[config.mk]
export PLATFORM = sky130hd
export DESIGN_NAME = probe_sweep_ctrl
export DESIGN_NICKNAME = d
export VERILOG_FILES = /design/src/rtl/probe_sweep_ctrl.sv
export SDC_FILE = /design/constraint.sdc
export NUM_CORES = 1
export LEC_CHECK = 0
export CAP_MARGIN = 20
export CORE_ASPECT_RATIO = 2
export CORE_MARGIN = 2
export CORE_UTILIZATION = 45
export CTS_BUF_LIST = sky130_fd_sc_hd__clkbuf_8
export CTS_CLUSTER_SIZE = 40
export DETAILED_ROUTE_END_ITERATION = 10
export PLACE_DENSITY_LB_ADDON = 0.3
export SKIP_LAST_GASP = 1
export SLEW_MARGIN = 20
export SYNTH_ARGS = -nofsm -noshare
export SYNTH_HDL_FRONTEND = slang
export SYNTH_SLANG_ARGS = --single-unit
export TNS_END_PERCENT = 5
[constraint.sdc]
create_clock -name clk -period 4.7 [get_ports clk]
set_input_delay 0.94 -clock clk [delete_from_list [all_inputs] [get_ports clk]]
set_output_delay 0.94 -clock clk [all_outputs]
set_load 0.02 [all_outputs]
[src/rtl/probe_sweep_ctrl.sv]
// Selector sweep controller for the Datapath core: resets the core per
// (ledSel, ssdSel) combination, runs it, and folds leds/ssd into a MISR.
module probe_sweep_ctrl #(
   parameter int LED_SEL_W = 2,
   parameter int SSD_SEL_W = 4,
   parameter int LED_W     = 16,
   parameter int SSD_W     = 13,
   parameter int CYC_W     = 8,
   parameter int SIG_W     = 32,
   parameter logic [SIG_W-1:0] SIG_POLY = 32'h04C11DB7
) (
   input  logic                           clk,
   input  logic                           rst,
   input  logic                           start,
   input  logic                           abort,
   input  logic                           single_mode,
   input  logic [LED_SEL_W+SSD_SEL_W-1:0] combo_sel,
   input  logic [CYC_W-1:0]               run_cycles,
   input  logic [SIG_W-1:0]               sig_expected,
   input  logic [LED_W-1:0]               leds,
   input  logic [SSD_W-1:0]               ssd,
   output logic                           dut_rst,
   output logic [LED_SEL_W-1:0]           led_sel,
   output logic [SSD_SEL_W-1:0]           ssd_sel,
   output logic                           sample_valid,
   output logic [LED_SEL_W+SSD_SEL_W-1:0] combo_idx,
   output logic [CYC_W-1:0]               cycle_idx,
   output logic [SIG_W-1:0]               signature,
   output logic                           busy,
   output logic                           done,
   output logic                           pass
);

   localparam int CMB_W = LED_SEL_W + SSD_SEL_W;
   localparam int DAT_W = LED_W + SSD_W;

   typedef enum logic [1:0] {IDLE, RST_DUT, RUN, DONE} state_t;

   state_t             state_q, state_d;
   logic               single_q, single_d;
   logic [CYC_W-1:0]   runc_q, runc_d;
   logic [CYC_W-1:0]   cyc_q, cyc_d;
   logic [CMB_W-1:0]   combo_q, combo_d;
   logic [SIG_W-1:0]   sig_q, sig_d;
   logic               abrt_q, abrt_d;
   logic [SIG_W-1:0]   samp, misr;
   logic               launch, kill, last, final_cmb;

   assign launch    = start & ((state_q == IDLE) | (state_q == DONE));
   // abort alongside a start from IDLE still lands in DONE
   assign kill      = abort & ((state_q != IDLE) | start);
   assign last      = cyc_q == (runc_q - CYC_W'(1));
   assign final_cmb = single_q | (&combo_q);

   always_comb begin
      samp = '0;
      samp[DAT_W-1:0] = {leds, ssd};
      misr = {sig_q[SIG_W-2:0], 1'b0}
           ^ (sig_q[SIG_W-1] ? SIG_POLY : '0)
           ^ samp;
   end

   always_ff @(posedge clk or negedge rst) begin
      if (!rst) begin
         state_q  <= IDLE;
         single_q <= 1'b0;
         runc_q   <= '0;
         cyc_q    <= '0;
         combo_q  <= '0;
         sig_q    <= '0;
         abrt_q   <= 1'b0;
      end else begin
         state_q  <= state_d;
         single_q <= single_d;
         runc_q   <= runc_d;
         cyc_q    <= cyc_d;
         combo_q  <= combo_d;
         sig_q    <= sig_d;
         abrt_q   <= abrt_d;
      end
   end

   always_comb begin
      state_d = state_q;
      if (kill) begin
         state_d = DONE;
      end else begin
         unique case (state_q)
            IDLE:    if (start) state_d = RST_DUT;
            RST_DUT: state_d = RUN;
            RUN:     if (last) state_d = final_cmb ? DONE : RST_DUT;
            DONE:    if (start) state_d = RST_DUT;
         endcase
      end
   end

   always_comb begin
      single_d = single_q;
      runc_d   = runc_q;
      cyc_d    = cyc_q;
      combo_d  = combo_q;
      sig_d    = sig_q;
      abrt_d   = abrt_q;
      if (kill) begin
         abrt_d = 1'b1;
      end else if (launch) begin
         single_d = single_mode;
         runc_d   = (run_cycles == '0) ? CYC_W'(1) : run_cycles;
         combo_d  = single_mode ? combo_sel : '0;
         cyc_d    = '0;
         sig_d    = '0;
         abrt_d   = 1'b0;
      end else if (state_q == RUN) begin
         sig_d = misr;
         if (last) begin
            cyc_d = '0;
            if (!final_cmb) combo_d = combo_q + CMB_W'(1);
         end else begin
            cyc_d = cyc_q + CYC_W'(1);
         end
      end
   end

   always_comb begin
      dut_rst      = state_q != RUN;
      sample_valid = state_q == RUN;
      busy         = (state_q == RST_DUT) | (state_q == RUN);
      done         = state_q == DONE;
      pass         = done & (sig_q == sig_expected) & ~abrt_q;
      led_sel      = combo_q[CMB_W-1:SSD_SEL_W];
      ssd_sel      = combo_q[SSD_SEL_W-1:0];
      combo_idx    = combo_q;
      cycle_idx    = cyc_q;
      signature    = sig_q;
   end

endmodule

==> key figures, run 1 <==
Setup path
  • FF-to-FF path depth: 10
  • Critical path class: input pin to primary output
  • Critical path startpoint category: input pin
  • Worst-path cell chain: clkdlybuf4s50_1 > xnor2_1 > nand4_1 > nor4_1 > nand4_1 > nor4_1 > clkdlybuf4s50_1
  • Critical path endpoint category: primary output
  • Max incr delay on CP: 0.64 ns
  • FF-to-FF End: combo_idx[2]
  • Crit-path max FO: 1
  • R2r setup slk: 1.92 ns
  • Slowest cell on the critical path: clkdlybuf4s50_1
  • Critical R2R Launch: state_q[1]
  • Critical Path RT: 3.76 ns
  • Worst EP arrival: approximately 3.0 ns

Worst hold path
  • Hold Path Stages: 1
  • Worst Hold Class: flop to flop
  • Hold Path Sink: single_q
  • Hold path startpoint: single_q

Cells and area
  • Final instance area: 5184 um2
  • Register area: approximately 1500 um2
  • Commonest non-fill, non-tap cells in the layout: 135 x clkdlybuf4s50_1, 58 x dfrtp_1, 52 x xnor2_1
  • Share of layout cells above drive strength 1: 7.216%
  • Final net count: 569
  • Layout filler cell count: slightly below 700
  • Post-layout util: between 60% and 70%
  • Most common cell after layout, fill and taps aside: clkdlybuf4s50_1
  • Multi-input logic area: 2001 um2
  • Finished Layout Cells: between 500 and 600
  • Diodes inserted: 0
  • Syn-to-layout area delta: 44.36%

Floorplan
  • Initial Utilization: roughly 46%
  • Die footprint: 8754 um2
  • Die Wd: between 60 and 70 um
  • Rows: 46
  • Core box area: 7828 um2
  • IO Count: roughly 140
  • Die Y: 130.3 um

Clock tree
  • Worst-path clk slew: ~0.06 ns
  • H-tree levels: 3
  • Clock Sinks: 58
  • Clk_lat worst skew: 0.34 ns
  • CTS tree: yes
  • CTS Hold Bufs: 0
  • Total CTS buffers: 9
  • Clk root buf: clkbuf_8
  • Clock tree buffer depth: 2
  • Post-CTS resize count: 0
  • Number of setup buffers added after CTS: 0

Synth
  • Post-Syn Area: 3591 um2
  • Synth cell types: 48
  • Synth warnings: 0
  • Avg Inst Size Synth: 10.26 um2
  • Post-Syn Instances: 350
  • Asr flop ratio synth: 100.0%
  • Seq/Total Area, Yosys: 40.42%
  • Syn nets: around 440
  • Post-synth EDFFs: 0
  • Main flop type after synthesis: dfrtp_1
  • #FFs+latches synth: 58

Timing
  • Final hold violations: 0
  • Setup TNS: 0 ns
  • Final setup vio count: 0
  • Min cycle time layout: about 3.9 ns
  • Final Worst Setup Slack: 0.7692 ns
  • RSZ-0062 raised after global routing: false
  • Fmax: 254.4 MHz
  • Fin Hold WS: between 0.5 and 0.6 ns
  • Slew Viols, Final: 0
  • Worst slew margin: 54.69%
  • Post-Route Skew: 0.006500 ns
  • Slew @ Worst Pin: 0.6796 ns
  • Period utilization: roughly 84%

Placement
  • Worst slack, placed: 0.7532 ns
  • GPL Wtd Cong: 0.8214
  • Placed Cells: 566
  • Port Buffers: 136
  • Post-DP HPWL: 6.862 mm
  • Area post-placement: 5004 um2

Routing
  • First-pass iteration count of the detailed router: 4
  • Antenna-violating nets left: 0
  • First DRT Iteration DRCs: 194
  • DR vias: about 3,100
  • Routed len/inst: 16.47 um
  • Final WL: 9.571 mm
  • Via-to-Cell Ratio: about 5.4
  • Drt drc: 0

Global route
  • Initial antenna violation count: 0
  • Largest net degree at the start of global routing: 44
  • Vias in the first global route: a little over 3,000
  • GRT Total Usage: 23.04%
  • GR Overflow Total: 0
  • Global-route wire length before repair: between 15 and 20 mm

Pwr
  • Leakage power: 2.141 nW
  • Total chip power: 2.531 mW
  • VDD IR max: 247.2 uV
  • Pwr dens: 488.2 nW/um2

Status
  • Run status: complete, no violations

Flow run
  • MaxCap Viol Count: 0
## routing by layer
| layer | up-vias | wire [um] | track usage, % |
|---|---|---|---|
| li1 | 1511 | - | - |
| met1 | 1497 | 4094 | 30.56 |
| met2 | 111 | 4681 | 36.92 |
| met3 | 11 | 682 | 6.207 |
| met4 | 0 | 112 | 6.002 |
| met5 | - | 0 | 0 |
## cells by family after synthesis
| family | Yosys count | share of synthesized area, % |
|---|---|---|
| AO/OA/AOI/OAI | 82 | 17.35 |
| XOR/XNOR | 85 | 20.73 |
| adder cells (fa/ha/maj) | 7 | 2.439 |
| buffers and inverters | 31 | 4.181 |
| flip-flops | 58 | 40.42 |
| multiplexers | 8 | 2.509 |
| AND/OR/NAND/NOR | 79 | 12.37 |
## registers in the layout, summed over array words and instances, names as in the netlist
signal and flops:
signature 32, abrt_q 1, single_q 1, combo_idx 6, runc_q 8, state_q 2, cycle_idx 8
## cell type report
class | instances | share of cell area [%]
clock buffers | 10 | 2.655
clock inverters | 4 | 0.2896
inverters | 10 | 0.7241
multi-input cells | 261 | 38.60
flip-flops and latches | 58 | 28.00
well taps | 96 | 2.317
repair buffers | 142 | 27.42
## cell usage after synthesis (2+ instances only)
cell / count / area [um2]
xor2_1: 33 / 289.0
o21ai_1: 2 / 10.01
or2_2: 2 / 12.51
a21oi_1: 8 / 40.04
mux2_2: 8 / 90.09
nor3b_1: 3 / 22.52
nand3_1: 13 / 65.06
ha_1: 7 / 87.58
nand2b_1: 5 / 31.28
nor2b_1: 2 / 12.51
nand2_1: 14 / 52.55
nor2_1: 11 / 41.29
nand4_1: 9 / 56.30
nor4_1: 6 / 37.54
clkbuf_1: 12 / 45.04
o21ai_0: 16 / 80.08
a2bb2oi_1: 2 / 17.52
and3_1: 5 / 31.28
xnor2_1: 52 / 455.4
inv_1: 10 / 37.54
a31oi_1: 3 / 18.77
buf_4: 7 / 52.55
o22ai_1: 3 / 18.77
a22o_1: 32 / 280.3
dfrtp_1: 58 / 1451
a211oi_1: 4 / 30.03
o2bb2a_1: 2 / 20.02
## how the worst max path moves through the flow
stage | start | end | slack [ns]
floorplan | sig_expected[2] | pass | 1.59
global placement | sig_expected[7] | pass | 0.76
detailed placement | sig_expected[17] | pass | 0.75
CTS | sig_expected[17] | pass | 0.75
global route | sig_expected[17] | pass | 0.57
finish | sig_expected[1] | pass | 0.77
## report_power, final
part	switching [mW]	internal, mW	total [mW]
clock network	0.190	0.192	0.382
registers	0.218	0.651	0.869
logic	0.623	0.656	1.28
total	1.03	1.50	2.53
## worst max-delay path: cells and delay by family
family | cells | cell delay, ns
AND/OR/NAND/NOR | 4 | 0.78
buffers and inverters | 2 | 1.14
XOR/XNOR | 1 | 0.13
Note: power is estimated with default switching activity, not from simulation.
==> inputs of run 2 (changes only) <==
==> constraint.sdc (replaced) <==
create_clock -name clk -period 3.7 [get_ports clk]
set_input_delay 0.74 -clock clk [delete_from_list [all_inputs] [get_ports clk]]
set_output_delay 0.74 -clock clk [all_outputs]
set_load 0.02 [all_outputs]
==> run 2 against run 1 <==
Critical endpoint unchanged. Register-to-register slack lost 0.87 ns. Sequential power increased by 27%. Critical path depth did not move. First-iteration DRC count rose by 14%. Flip-flop and latch count did not move. Die area stayed put. Setup slack lost 0.28 ns. Total power rose by 27%. Clock-buffer cell count unchanged.
==> key figures, run 2 (synthesized netlist as in run 1, its figures left out) <==
Global route
  • Grt met1 use: 29.43% (was 30.56%)
  • Vias in the first global route: 3,133 (was 3,087)
  • Met3 Track Usage GR: 7.672% (was 6.207%)
  • Largest net degree at the start of global routing: 33 (was 44)
  • GR Overflow Total: 0 (unchanged)
  • Global routing usage on met2: 35.41% (was 36.92%)
  • Initial antenna violation count: 0 (unchanged)
  • Global-route wire length before repair: 15.12 mm (was 15.34 mm)
  • GRT Total Usage: 22.37% (was 23.04%)
  • Most crowded layer after global routing: met2 (unchanged)

Routing
  • DR vias: 3,149 (was 3,130)
  • Routed len/inst: 15.87 um (was 16.47 um)
  • Final WL: 9.282 mm (was 9.571 mm)
  • Via-to-Cell Ratio: 5.383 (was 5.387)
  • First DRT Iteration DRCs: 221 (was 194)
  • Drt drc: 0 (unchanged)
  • Antenna-violating nets left: 0 (unchanged)
  • First-pass iteration count of the detailed router: 4 (unchanged)

Clock tree
  • Worst-path clk slew: 0.07 ns (was 0.06 ns)
  • CTS tree: yes (unchanged)
  • Clk_lat worst skew: 0.34 ns (about the same)
  • Clock tree buffer depth: 2 (unchanged)
  • Clk root buf: clkbuf_8 (unchanged)
  • H-tree levels: 3 (unchanged)
  • Clock Sinks: 58 (unchanged)
  • CTS Hold Bufs: 0 (unchanged)
  • Total CTS buffers: 9 (unchanged)

Timing
  • Slew Viols, Final: 0 (unchanged)
  • Min cycle time layout: 3.210 ns
  • RSZ-0062 raised after global routing: false (unchanged)
  • Final setup vio count: 0 (unchanged)
  • Slew @ Worst Pin: 0.6758 ns (was 0.6796 ns)
  • Worst slew margin: 54.65% (was 54.69%)
  • Post-Route Skew: 0.006423 ns (was 0.006500 ns)
  • Final hold violations: 0 (unchanged)
  • Fmax: 311.5 MHz
  • Setup TNS: 0 ns (unchanged)
  • Final Worst Setup Slack: 0.4901 ns (was 0.7692 ns)
  • Period utilization: 86.75%

Placement
  • Worst slack, placed: 0.08133 ns (was 0.7532 ns)
  • GPL Wtd Cong: 0.8197 (was 0.8214)
  • Port Buffers: 136 (unchanged)
  • Post-DP HPWL: 6.803 mm (was 6.862 mm)
  • Area post-placement: 5026 um2 (was 5004 um2)
  • Placed Cells: 569 (was 566)

Flow run
  • MaxCap Viol Count: 0 (unchanged)

Cells and area
  • Share of layout cells above drive strength 1: 8.793% (was 7.216%)
  • Multi-input logic area: 2001 um2 (unchanged)
  • Diodes inserted: 0 (unchanged)
  • Final instance area: 5199 um2 (was 5184 um2)
  • Syn-to-layout area delta: 44.77% (was 44.36%)
  • Finished Layout Cells: 585 (was 581)
  • Register area: 1451 um2 (unchanged)
  • Max reg flops: 32 (unchanged)
  • Final net count: 571 (was 569)
  • Most common cell after layout, fill and taps aside: clkdlybuf4s50_1 (unchanged)
  • Commonest non-fill, non-tap cells in the layout: 134 x clkdlybuf4s50_1, 58 x dfrtp_1, 52 x xnor2_1 (was 135 x clkdlybuf4s50_1, 58 x dfrtp_1, 52 x xnor2_1)
  • Layout filler cell count: 665 (was 678)

Status
  • Run status: complete, no violations (unchanged)

Setup path
  • Critical path class: input pin to primary output (unchanged)
  • Critical path endpoint category: primary output (unchanged)
  • FF-to-FF path depth: 11 (was 10)
  • Critical Path RT: 2.96 ns (was 3.76 ns)
  • Crit. Startpoint: sig_expected[19] (was sig_expected[1])
  • Critical R2R Launch: state_q[1] (unchanged)
  • Worst EP arrival: 2.47 ns (was 2.99 ns)
  • Crit-path max FO: 1 (unchanged)
  • R2r setup slk: 1.05 ns (was 1.92 ns)
  • FF-to-FF End: combo_idx[2] (unchanged)
  • Critical path startpoint category: input pin (unchanged)

Pwr
  • Leakage power: 2.158 nW (was 2.141 nW)
  • P_int: 1.910 mW (was 1.499 mW)
  • Sw Share: 40.77% (was 40.76%)
  • Sequential power share: 34.1% (was 34.3%)
  • Psw: 1.315 mW (was 1.031 mW)
  • Logic gate share of total power: 50.0% (was 50.6%)
  • VDD IR max: 337.1 uV (was 247.2 uV)
  • Clock power share: 15.9% (was 15.1%)
  • Pwr dens: 620.3 nW/um2 (was 488.2 nW/um2)

Floorplan
  • Die footprint: 8754 um2 (unchanged)
  • Die Wd: 67.17 um (unchanged)
  • Initial Utilization: 45.88% (unchanged)
  • Core box area: 7828 um2 (unchanged)
  • Die Y: 130.3 um (unchanged)
  • Rows: 46 (unchanged)
  • IO Count: 137 (unchanged)

Worst hold path
  • Worst Hold Class: input pin to async pin (was flop to flop)
-- run 2: cell count changes in the layout (fill, tap and decap cells not counted), sizes merged --
cell,delta
clkinv,+5
inv,-4
clkinvlp,+1
buf,+2
clkdlybuf4s50,-1
dlymetal6s2s,+1
-- run 2: cell type report --
cell class                      count  share of cell area (%)
Clock inverter                      6                  0.6258
Inverter                           10                  0.7220
Clock buffer                       10                   2.647
Sequential cell                    58                   27.92
Tap cell                           96                   2.310
Multi-Input combinational cell    261                   38.48
Timing Repair Buffer              144                   27.29
-- run 2: critical path, cell delays in order --
cell,delay [ns]
clkdlybuf4s50_1,0.47
xnor2_1,0.13
nand4_1,0.13
nor4_1,0.37
nand4_1,0.18
nor4_1,0.18
dlymetal6s2s_1,0.26
-- run 2: per-layer routing --
metal  part of all wire (%)  wire length, um  up-vias
li1                       -                -     1515
met1                     42             3879     1496
met2                     49             4539      130
met3                    8.4              781        8
met4                   0.88               82        0
met5                      0                0        -
-- run 2: through the flow --
stage	utilization, %	total power [mW]	hold slack (ns)
5_1_grt	66.42	3.457	0.4699
3_3_place_gp	64.21	2.701	0.4896
2_1_floorplan	-	2.085	0.4444
3_5_place_dp	64.21	2.729	0.5011
6_report	66.42	3.225	0.4304
4_1_cts	66.38	3.258	0.4447
-- run 2: power groups by stage --
stage | combinational, mW | clock (mW) | sequential (mW)
floorplan | 0.871 | 0 | 1.21
global placement | 1.60 | 0 | 1.10
detailed placement | 1.62 | 0 | 1.11
CTS | 1.63 | 0.527 | 1.10
global route | 1.77 | 0.554 | 1.14
finish | 1.61 | 0.512 | 1.10
-- run 2: how the worst max path moves through the flow --
stage	slack [ns]	depth (start not counted)	end
3_3_place_gp	0.16	7	pass
5_1_grt	0.33	7	pass
2_1_floorplan	0.99	5	pass
3_5_place_dp	0.08	7	pass
6_report	0.49	7	pass
4_1_cts	0.07	7	pass
-- run 2: what timing repair did --
item,4_1_cts,5_1_grt
setup endpoints to repair,0,1
setup buffers,0,0
hold endpoints to repair,0,0
resized for setup,0,1
==> inputs of run 3 (changes only) <==
==> constraint.sdc (replaced) <==
create_clock -name clk -period 3.95 [get_ports clk]
set_input_delay 0.79 -clock clk [delete_from_list [all_inputs] [get_ports clk]]
set_output_delay 0.79 -clock clk [all_outputs]
set_load 0.02 [all_outputs]
==> run 3 against run 2 <==
Global-route usage about the same. Clock skew increased by 0.0034 ns. Utilization increased by 0.34 points. Total power decreased by 3.9%. Largest power group unchanged. Highest routed layer unchanged.
==> key figures, run 3 (synthesized netlist as in run 1, its figures left out) <==
Timing
  • Slew @ Worst Pin: 0.6249 ns (was 0.6758 ns)
  • Final Worst Setup Slack: 0.2684 ns (was 0.4901 ns)
  • Period utilization: 93.20%
  • Final setup vio count: 0 (unchanged)
  • Worst slew margin: 58.06% (was 54.65%)
  • Min cycle time layout: between 3 and 4 ns
  • Slew Viols, Final: 0 (unchanged)
  • RSZ-0062 raised after global routing: false (unchanged)
  • Fmax: between 200 and 300 MHz
  • Final hold violations: 0 (unchanged)
  • Post-Route Skew: 0.009807 ns (was 0.006423 ns)
  • Setup TNS: 0 ns (unchanged)
  • Fin Hold WS: 0.4529 ns (was 0.4304 ns)

Placement
  • Placed Cells: 568 (was 569)
  • Area post-placement: 5019 um2 (was 5026 um2)
  • Port Buffers: 136 (unchanged)
  • Post-DP HPWL: 6.853 mm (was 6.803 mm)
  • Worst slack, placed: 0.2302 ns (was 0.08133 ns)
  • GPL Wtd Cong: 0.8180 (was 0.8197)

Global route
  • GRT Total Usage: 22.36% (was 22.37%)
  • Largest net degree at the start of global routing: 47 (was 33)
  • GR Overflow Total: 0 (unchanged)
  • Global-route wire length before repair: 14.90 mm (was 15.12 mm)
  • Vias in the first global route: 3,055 (was 3,133)
  • Initial antenna violation count: 0 (unchanged)

Cells and area
  • Finished Layout Cells: 583 (was 585)
  • Diodes inserted: 0 (unchanged)
  • Share of layout cells above drive strength 1: 8.214% (was 8.793%)
  • Syn-to-layout area delta: 45.51% (was 44.77%)
  • Final net count: 570 (was 571)
  • Multi-input logic area: 2001 um2 (unchanged)
  • Register area: 1451 um2 (unchanged)
  • Max reg flops: 32 (unchanged)
  • Post-layout util: 66.75% (was 66.42%)
  • Most common cell after layout, fill and taps aside: clkdlybuf4s50_1 (unchanged)
  • Commonest non-fill, non-tap cells in the layout: 135 x clkdlybuf4s50_1, 58 x dfrtp_1, 52 x xnor2_1 (was 134 x clkdlybuf4s50_1, 58 x dfrtp_1, 52 x xnor2_1)
  • Layout filler cell count: 661 (was 665)
  • Final instance area: 5225 um2 (was 5199 um2)

Clock tree
  • Clock Sinks: 58 (unchanged)
  • H-tree levels: 3 (unchanged)
  • Worst-path clk slew: 0.07 ns (about the same)
  • Clock tree buffer depth: 2 (unchanged)
  • Clk root buf: clkbuf_8 (unchanged)
  • Clk_lat worst skew: 0.34 ns (about the same)
  • Number of setup buffers added after CTS: 0 (unchanged)
  • Post-CTS resize count: 0 (unchanged)
  • Total CTS buffers: 9 (unchanged)
  • CTS Hold Bufs: 0 (unchanged)
  • CTS tree: yes (unchanged)

Floorplan
  • Initial Utilization: 45.88% (unchanged)
  • Core box area: 7828 um2 (unchanged)
  • Die Wd: 67.17 um (unchanged)
  • Rows: 46 (unchanged)
  • IO Count: 137 (unchanged)
  • Die Y: 130.3 um (unchanged)
  • Die footprint: 8754 um2 (unchanged)

Routing
  • Via-to-Cell Ratio: 5.326 (was 5.383)
  • DR vias: 3,105 (was 3,149)
  • First DRT Iteration DRCs: 160 (was 221)
  • DR WL met2: 4.490 mm (was 4.539 mm)
  • Met3 WL post-DR: 706 um (was 781 um)
  • Drt drc: 0 (unchanged)
  • First-pass iteration count of the detailed router: 4 (unchanged)
  • Final WL: 9.183 mm (was 9.282 mm)
  • Top Layer Used: met4 (unchanged)
  • Length of routed wiring on met1: 3.913 mm (was 3.879 mm)
  • Routed len/inst: 15.75 um (was 15.87 um)
  • Antenna-violating nets left: 0 (unchanged)

Setup path
  • Critical path class: input pin to primary output (unchanged)
  • Critical Path RT: 3.16 ns (was 2.96 ns)
  • Critical path startpoint category: input pin (unchanged)
  • Worst EP arrival: 2.89 ns (was 2.47 ns)
  • Crit-path max FO: 1 (unchanged)
  • Critical path endpoint category: primary output (unchanged)

Pwr
  • Pwr dens: 593.4 nW/um2 (was 620.3 nW/um2)
  • Total chip power: 3.100 mW (was 3.225 mW)
  • Leakage power: 2.154 nW (was 2.158 nW)
  • VDD IR max: 404.7 uV (was 337.1 uV)

Worst hold path
  • Worst Hold Class: input pin to async pin (unchanged)

Flow run
  • MaxCap Viol Count: 0 (unchanged)

Status
  • Run status: complete, no violations (unchanged)
-- run 3: worst paths after layout --
check,start,end,slack (ns),cells after the start
max,sig_expected[25],pass,0.27,7
min,rst,combo_idx[3],0.45,1
max reg2reg,state_q[1],combo_idx[2],1.19,10
min reg2reg,single_q,single_q,0.52,1
max in group asynchronous,rst,signature[7],2.86,2
min in group clk,single_q,single_q,0.52,1
-- run 3: where the power goes --
part / total [mW] / leakage, nW / internal [mW] / switching, mW
logic: 1.50 / 1.28 / 0.772 / 0.730
clock network: 0.568 / 0.110 / 0.336 / 0.232
registers: 1.03 / 0.762 / 0.775 / 0.256
total: 3.10 / 2.15 / 1.88 / 1.22
-- run 3: per-layer routing --
metal / vias up / track usage, %
li1: 1510 / -
met1: 1477 / 29.07
met2: 110 / 35.53
met3: 8 / 7.759
met4: 0 / 5.282
met5: - / 0
-- run 3: cell type report --
cell class	count	area share (%)
Sequential cell	58	27.78
Clock buffer	12	3.161
Tap cell	96	2.299
Timing Repair Buffer	143	27.01
Multi-Input combinational cell	261	38.29
Inverter	10	0.7184
Clock inverter	3	0.7423
-- run 3: worst max-delay path: stages --
cell and delay, ns:
clkdlybuf4s50_1 0.48, xnor2_1 0.13, nand4_1 0.12, nor4_1 0.34
nand4_1 0.17, nor4_1 0.21, clkdlybuf4s50_1 0.65
